**src/rtl/ddr3_rd_burst_ctrl.sv**
```systemverilog
// DDR3 read-burst controller: issues 128-bit burst reads, buffers the returns and
// serializes them as 32-bit AXIS words for the fill-readout path.
//
// state     | meaning
// IDLE      | waiting for a rising edge of enable_reading
// ISSUE     | issuing bursts, credit-limited by outstanding count and buffer space
// WAIT_DATA | all bursts issued, draining returned data to AXIS
// DONE      | transfer complete, reading_done held until enable_reading falls
// FLUSH     | aborted, discarding returns of bursts still in flight
module ddr3_rd_burst_ctrl #(
    parameter int MAX_OUTSTANDING = 8
) (
    input  logic         clk,
    input  logic         reset_n,
    input  logic         enable_reading,
    input  logic [22:0]  ddr3_rd_start_addr,
    input  logic [23:0]  ddr3_rd_burst_cnt,
    output logic         reading_done,
    output logic         mem_rd_req,
    output logic [22:0]  mem_rd_addr,
    input  logic         mem_rd_ack,
    input  logic         mem_rd_data_valid,
    input  logic [127:0] mem_rd_data,
    output logic [31:0]  m_tdata,
    output logic         m_tvalid,
    output logic         m_tlast,
    input  logic         m_tready
);

    localparam int OW  = $clog2(MAX_OUTSTANDING) + 1;
    localparam int OW1 = OW + 1;
    localparam int AW  = (MAX_OUTSTANDING > 1) ? $clog2(MAX_OUTSTANDING) : 1;

    typedef enum logic [2:0] {
        IDLE      = 3'd0,
        ISSUE     = 3'd1,
        WAIT_DATA = 3'd2,
        DONE      = 3'd3,
        FLUSH     = 3'd4
    } state_t;

    state_t         r_state;
    state_t         w_state_nxt;

    logic [1:0]     r_rst_sync;
    logic           w_rst_n;

    logic           r_en_q;
    logic           r_en_d;
    logic [22:0]    r_addr;
    logic [23:0]    r_burst_cnt;
    logic [23:0]    r_issued;
    logic [23:0]    r_returned;
    logic [23:0]    r_popped;
    logic [OW-1:0]  r_outstanding;

    logic [127:0]   r_mem [MAX_OUTSTANDING];
    logic [AW-1:0]  r_wptr;
    logic [AW-1:0]  r_rptr;
    logic [OW-1:0]  r_fcnt;

    logic [127:0]   r_out_data;
    logic           r_out_valid;
    logic           r_out_last;
    logic [1:0]     r_word_idx;

    logic           w_rise;
    logic           w_active;
    logic           w_abort;
    logic [OW1-1:0] w_inflight;
    logic           w_room;
    logic           w_req;
    logic           w_issue;
    logic           w_last_issue;
    logic           w_ret;
    logic           w_push;
    logic           w_beat;
    logic           w_pop;
    logic           w_tvalid;
    logic           w_tlast;

    function automatic logic [AW-1:0] ptr_inc(input logic [AW-1:0] p);
        return (p == AW'(MAX_OUTSTANDING - 1)) ? '0 : p + 1'b1;
    endfunction

    // Reset asserts asynchronously, releases two clocks after reset_n rises.
    always_ff @(posedge clk or negedge reset_n) begin
        if (!reset_n) begin
            r_rst_sync <= 2'b00;
        end else begin
            r_rst_sync <= {r_rst_sync[0], 1'b1};
        end
    end

    assign w_rst_n = r_rst_sync[1];

    assign w_rise       = r_en_q & ~r_en_d;
    assign w_active     = (r_state == ISSUE) || (r_state == WAIT_DATA);
    assign w_abort      = w_active & ~enable_reading;

    // A burst may only be issued if its return is guaranteed a buffer slot.
    assign w_inflight   = OW1'(r_outstanding) + OW1'(r_fcnt);
    assign w_room       = w_inflight < OW1'(MAX_OUTSTANDING);
    assign w_req        = (r_state == ISSUE) && enable_reading &&
                          (r_issued != r_burst_cnt) && w_room;
    assign w_issue      = w_req & mem_rd_ack;
    assign w_last_issue = w_issue && ((r_issued + 24'd1) == r_burst_cnt);

    assign w_ret        = mem_rd_data_valid && (r_returned != r_issued);
    assign w_push       = w_ret && w_active && enable_reading;

    assign w_tvalid     = r_out_valid & enable_reading;
    assign w_tlast      = w_tvalid && r_out_last && (r_word_idx == 2'd3);
    assign w_beat       = w_tvalid & m_tready;
    assign w_pop        = w_active && enable_reading && (r_fcnt != '0) &&
                          (!r_out_valid || (w_beat && (r_word_idx == 2'd3)));

    always_ff @(posedge clk or negedge w_rst_n) begin
        if (!w_rst_n) begin
            r_state <= IDLE;
        end else begin
            r_state <= w_state_nxt;
        end
    end

    always_comb begin
        w_state_nxt = r_state;
        case (r_state)
            IDLE: begin
                if (w_rise) begin
                    w_state_nxt = (ddr3_rd_burst_cnt == 24'd0) ? DONE : ISSUE;
                end
            end
            ISSUE: begin
                if (!enable_reading) begin
                    w_state_nxt = FLUSH;
                end else if (w_last_issue) begin
                    w_state_nxt = WAIT_DATA;
                end
            end
            WAIT_DATA: begin
                if (!enable_reading) begin
                    w_state_nxt = FLUSH;
                end else if (w_beat && w_tlast) begin
                    w_state_nxt = DONE;
                end
            end
            DONE: begin
                if (!enable_reading) begin
                    w_state_nxt = IDLE;
                end
            end
            FLUSH: begin
                if (r_outstanding == '0) begin
                    w_state_nxt = IDLE;
                end
            end
            default: w_state_nxt = IDLE;
        endcase
    end

    always_ff @(posedge clk or negedge w_rst_n) begin
        if (!w_rst_n) begin
            r_en_q        <= 1'b0;
            r_en_d        <= 1'b0;
            r_addr        <= '0;
            r_burst_cnt   <= '0;
            r_issued      <= '0;
            r_returned    <= '0;
            r_popped      <= '0;
            r_outstanding <= '0;
        end else begin
            r_en_q <= enable_reading;
            r_en_d <= r_en_q;
            if ((r_state == IDLE) && w_rise) begin
                r_addr      <= ddr3_rd_start_addr;
                r_burst_cnt <= ddr3_rd_burst_cnt;
                r_issued    <= '0;
                r_returned  <= '0;
                r_popped    <= '0;
            end else begin
                if (w_issue) begin
                    r_addr   <= r_addr + 23'd1;
                    r_issued <= r_issued + 24'd1;
                end
                if (w_ret) begin
                    r_returned <= r_returned + 24'd1;
                end
                if (w_pop) begin
                    r_popped <= r_popped + 24'd1;
                end
            end
            case ({w_issue, w_ret})
                2'b10:   r_outstanding <= r_outstanding + 1'b1;
                2'b01:   r_outstanding <= r_outstanding - 1'b1;
                default: r_outstanding <= r_outstanding;
            endcase
        end
    end

    always_ff @(posedge clk) begin
        if (w_push) begin
            r_mem[r_wptr] <= mem_rd_data;
        end
    end

    // Holding register serializes one burst while the FIFO keeps receiving.
    always_ff @(posedge clk or negedge w_rst_n) begin
        if (!w_rst_n) begin
            r_wptr      <= '0;
            r_rptr      <= '0;
            r_fcnt      <= '0;
            r_out_data  <= '0;
            r_out_valid <= 1'b0;
            r_out_last  <= 1'b0;
            r_word_idx  <= '0;
        end else if (w_abort) begin
            r_wptr      <= '0;
            r_rptr      <= '0;
            r_fcnt      <= '0;
            r_out_valid <= 1'b0;
            r_out_last  <= 1'b0;
            r_word_idx  <= '0;
        end else begin
            if (w_push) begin
                r_wptr <= ptr_inc(r_wptr);
            end
            if (w_pop) begin
                r_rptr <= ptr_inc(r_rptr);
            end
            case ({w_push, w_pop})
                2'b10:   r_fcnt <= r_fcnt + 1'b1;
                2'b01:   r_fcnt <= r_fcnt - 1'b1;
                default: r_fcnt <= r_fcnt;
            endcase
            if (w_pop) begin
                r_out_data  <= r_mem[r_rptr];
                r_out_valid <= 1'b1;
                r_out_last  <= ((r_popped + 24'd1) == r_burst_cnt);
                r_word_idx  <= '0;
            end else if (w_beat) begin
                r_word_idx <= r_word_idx + 2'd1;
                if (r_word_idx == 2'd3) begin
                    r_out_valid <= 1'b0;
                end
            end
        end
    end

    always_comb begin
        m_tdata = r_out_data[31:0];
        case (r_word_idx)
            2'd0:    m_tdata = r_out_data[31:0];
            2'd1:    m_tdata = r_out_data[63:32];
            2'd2:    m_tdata = r_out_data[95:64];
            default: m_tdata = r_out_data[127:96];
        endcase
    end

    assign mem_rd_req   = w_req;
    assign mem_rd_addr  = r_addr;
    assign m_tvalid     = w_tvalid;
    assign m_tlast      = w_tlast;
    assign reading_done = (r_state == DONE);

endmodule

```
**config.mk**
```make
export PLATFORM = sky130hd
export DESIGN_NAME = ddr3_rd_burst_ctrl
export DESIGN_NICKNAME = d
export VERILOG_FILES = /design/src/rtl/ddr3_rd_burst_ctrl.sv
export SDC_FILE = /design/constraint.sdc
export NUM_CORES = 1
export LEC_CHECK = 0
export CAP_MARGIN = 20
export CORE_MARGIN = 8
export CORE_UTILIZATION = 45
export CTS_CLUSTER_DIAMETER = 30
export DETAILED_ROUTE_END_ITERATION = 8
export GPL_ROUTABILITY_DRIVEN = 0
export GPL_TIMING_DRIVEN = 0
export MAX_ROUTING_LAYER = met4
export PLACE_DENSITY = 0.67
export SLEW_MARGIN = 20
export SYNTH_ARGS = -nofsm -noshare
export SYNTH_HDL_FRONTEND = slang
export SYNTH_SLANG_ARGS = --single-unit
```
**constraint.sdc**
```tcl
create_clock -name clk -period 9.5 [get_ports clk]
set_clock_uncertainty 0.2 [all_clocks]
set_input_delay 1.9 -clock clk [delete_from_list [all_inputs] [get_ports clk]]
set_output_delay 1.9 -clock clk [all_outputs]
set_load 0.01 [all_outputs]
```
==> reports/qor.txt <==
Status: complete, no violations
Fraction of registers with async set/reset: 0.210
Headroom to the max-slew limit: 0.231
Setup Buffers After CTS: 0
Final core occ: 0.584
Layout cell share with drive strength beyond 1: 0.221
Largest net degree at the start of global routing: 61
Die X: 358 um
Worst R2R Setup Slack: 4.18 ns
Initial antenna violation count: 14
Post-DP HPWL: 97.7 mm
Clock Latency Late Sink: 0.87 ns
Worst vdd ir: 234 uV
CP endpoint kind: output pin
WP data required: 7.40 ns
Synth Net Count: 3,306
Vias/cell: 5.77
Max clock buf depth: 4
Routed WL per cell: 26.5 um
Unrepaired setup endpoints after global routing: false
Period minus WS final: 6.52 ns
Global-route wire length before repair: 214 mm
Grt ovf: 0
Die area: 128,000 um2
Type of the most critical hold path: reg -> async
CTS tree: built
Largest area contributor in the netlist: edfxtp_1
Starting DRT DRC Count: 3,400
Vias: 31,570
Avg Inst Size Synth: 17.0 um2
Largest cells by area after synthesis: edfxtp_1 58%, dfrtp_1 13%, mux4_2 11%, mux2i_1 3.2%, nand2_1 2.2%
Netlist cell types: 71
GR Util All Layers: 0.231
Root Buffer: clkbuf_16
Synthesized instance count: 3,102
Warnings from Yosys: 0
Initial Util: 0.454
Synthesized area: 52,700 um2
Slew Limit Fails: 0
Residual DRC: 0
Number of flops mapped to enable cells by yosys: 1,024
Detailed Route WL: 145 mm
Die Span Y: 358 um
Clk sink count: 1,296
Vias in the first global route: 32,350
Critical path type: in -> out
Tcrit/Tclk final: 0.687
Worst reg2reg path depth: 15
Post-DRT Antenna Nets: 0
Post-synthesis sequential area ratio: 0.712
Total negative slack: 0 ns
H-tree depth: 5
I/O Buffers: 239
Yosys reg bits: 1,296
Fmax: 0.153 GHz
Crit start category: input port
CTS resizes: 0
Worst-path fanout max: 3
Ports: 240
Main synth FF type: edfxtp_1
Final hold vios: 0
Clock slew at reported path FFs: 0.05 ns
Worst r2r dst: r_fcnt[3]
Endpoints failing setup: 0
Post-layout nets: 3,933
TritonCTS Buffers: 283
LEAKAGE: 23.7 nW
Synthesis-to-layout area growth: 28.8%
Max cap viols: 0
First-pass DRT Iterations: 9
Pwr/cell area: 302 nW/um2
Slew @ Worst Pin: 1.15 ns
Yosys top cell area share: 0.583
RR Startpoint: r_word_idx[0]
WP data arrival: 4.42 ns
Core ar.: 116,000 um2
Rows: 125
-- cell usage in the layout, fill, tap and decap left out, types with 30 or more instances in the layout --
| master | n |
|---|---|
| buf_2 | 35 |
| nand4_1 | 30 |
| xnor2_1 | 110 |
| o21ai_0 | 197 |
| buf_6 | 41 |
| inv_1 | 60 |
| xor2_1 | 61 |
| nor3_1 | 39 |
| nand2_1 | 309 |
| buf_8 | 39 |
| dfrtp_1 | 271 |
| clkinv_2 | 39 |
| mux4_2 | 256 |
| a222oi_1 | 32 |
| edfxtp_1 | 1024 |
| nor4_1 | 45 |
| nand3_1 | 35 |
| clkdlybuf4s50_1 | 239 |
| clkbuf_1 | 151 |
| clkbuf_16 | 290 |
| nor2_1 | 90 |
| mux2i_1 | 167 |
-- cell families (layout without fill, tap and decap cells) --
kind of cell,Yosys count,in the layout,share of synthesized area
buffers and inverters,241,1073,0.0189
AOI/OAI and AO/OA,312,312,0.0362
xor gates and xnor gates,171,171,0.0284
other,1,13,0.0000711
adders and majority gates,23,23,0.00574
and+or+nand+nor,631,631,0.0563
DFF,1296,1296,0.712
muxes,427,427,0.142
-- state kept, by name, indices dropped and copies added (netlist names), 3 cells and up --
name           flops
r_returned        24
r_out_data       128
r_mem           1024
r_state            3
mem_rd_addr       23
r_issued          24
r_fcnt             4
r_wptr             3
r_outstanding      4
r_burst_cnt       24
r_popped          24
r_rptr             3
-- power breakdown --
| part | internal (mW) | switching, mW | total, mW |
|---|---|---|---|
| clock network | 6.31 | 3.06 | 9.37 |
| logic | 1.65 | 2.28 | 3.93 |
| registers | 6.70 | 0.503 | 7.20 |
| total | 14.7 | 5.84 | 20.5 |
-- routing by layer --
metal | wire length (um) | share of wire | vias to the layer above | GRT usage
li1 | - | - | 13450 | -
met1 | 58600 | 0.40 | 16249 | 0.298
met2 | 69700 | 0.48 | 1548 | 0.360
met3 | 12400 | 0.085 | 323 | 0.0580
met4 | 4530 | 0.031 | 0 | 0.0814
met5 | 0 | 0 | - | -
-- stage by stage --
stage,std cells,total power [mW],area (um2),hold WS (ns),setup slack [ns]
6_report,5470,20.5,67900,0.120,2.98
5_1_grt,5470,21.2,67900,0.160,2.97
4_1_cts,5457,20.6,67900,0.137,3.11
3_5_place_dp,4966,11.1,58700,-0.0655,2.58
3_3_place_gp,4865,11.1,57000,0.137,-6.13
2_1_floorplan,3102,9.39,52700,0.131,0.683
-- synthesized netlist by cell type (all sizes together) (41+ instances only) --
cell,number
nor4,49
xor2,61
edfxtp,1024
nor3,41
nor2,92
o21ai,199
clkbuf,129
mux4,256
buf,51
inv,61
xnor2,110
mux2i,167
dfrtp,272
nand2,309
-- layout make-up --
type | instances | area, um2
diodes | 12 | 30.0
plain buffers | 180 | 769
clock buffers | 327 | 7510
clock inverters | 163 | 1650
fillers | 8532 | 48300
inverters | 61 | 229
multi-input cells | 1565 | 14200
flip-flops and latches | 1296 | 37600
well taps | 1524 | 1910
repair buffers | 342 | 4010
-- critical path: stages --
cell and delay (ns):
clkdlybuf4s50_1 0.62, nand4bb_1 0.25, a211oi_1 0.63, a21boi_0 0.40, clkdlybuf4s50_1 0.61
-- worst max-delay path by stage --
stage                   startpoint           end  slack (ns)
floorplan           enable_reading   r_mem[7][0]        0.68
global placement    enable_reading  r_mem[5][52]       -6.13
detailed placement        m_tready     r_fcnt[3]        2.58
CTS                 enable_reading    mem_rd_req        3.11
global route        enable_reading    mem_rd_req        2.97
finish              enable_reading    mem_rd_req        2.98
-- repair_timing --
action                                  in CTS  in global routing
hold endpoints to repair                     2                  0
hold buffers                                 1                  0
endpoints found under the setup margin       0                  0
No activity file was read; power rests on OpenSTA's default activity.
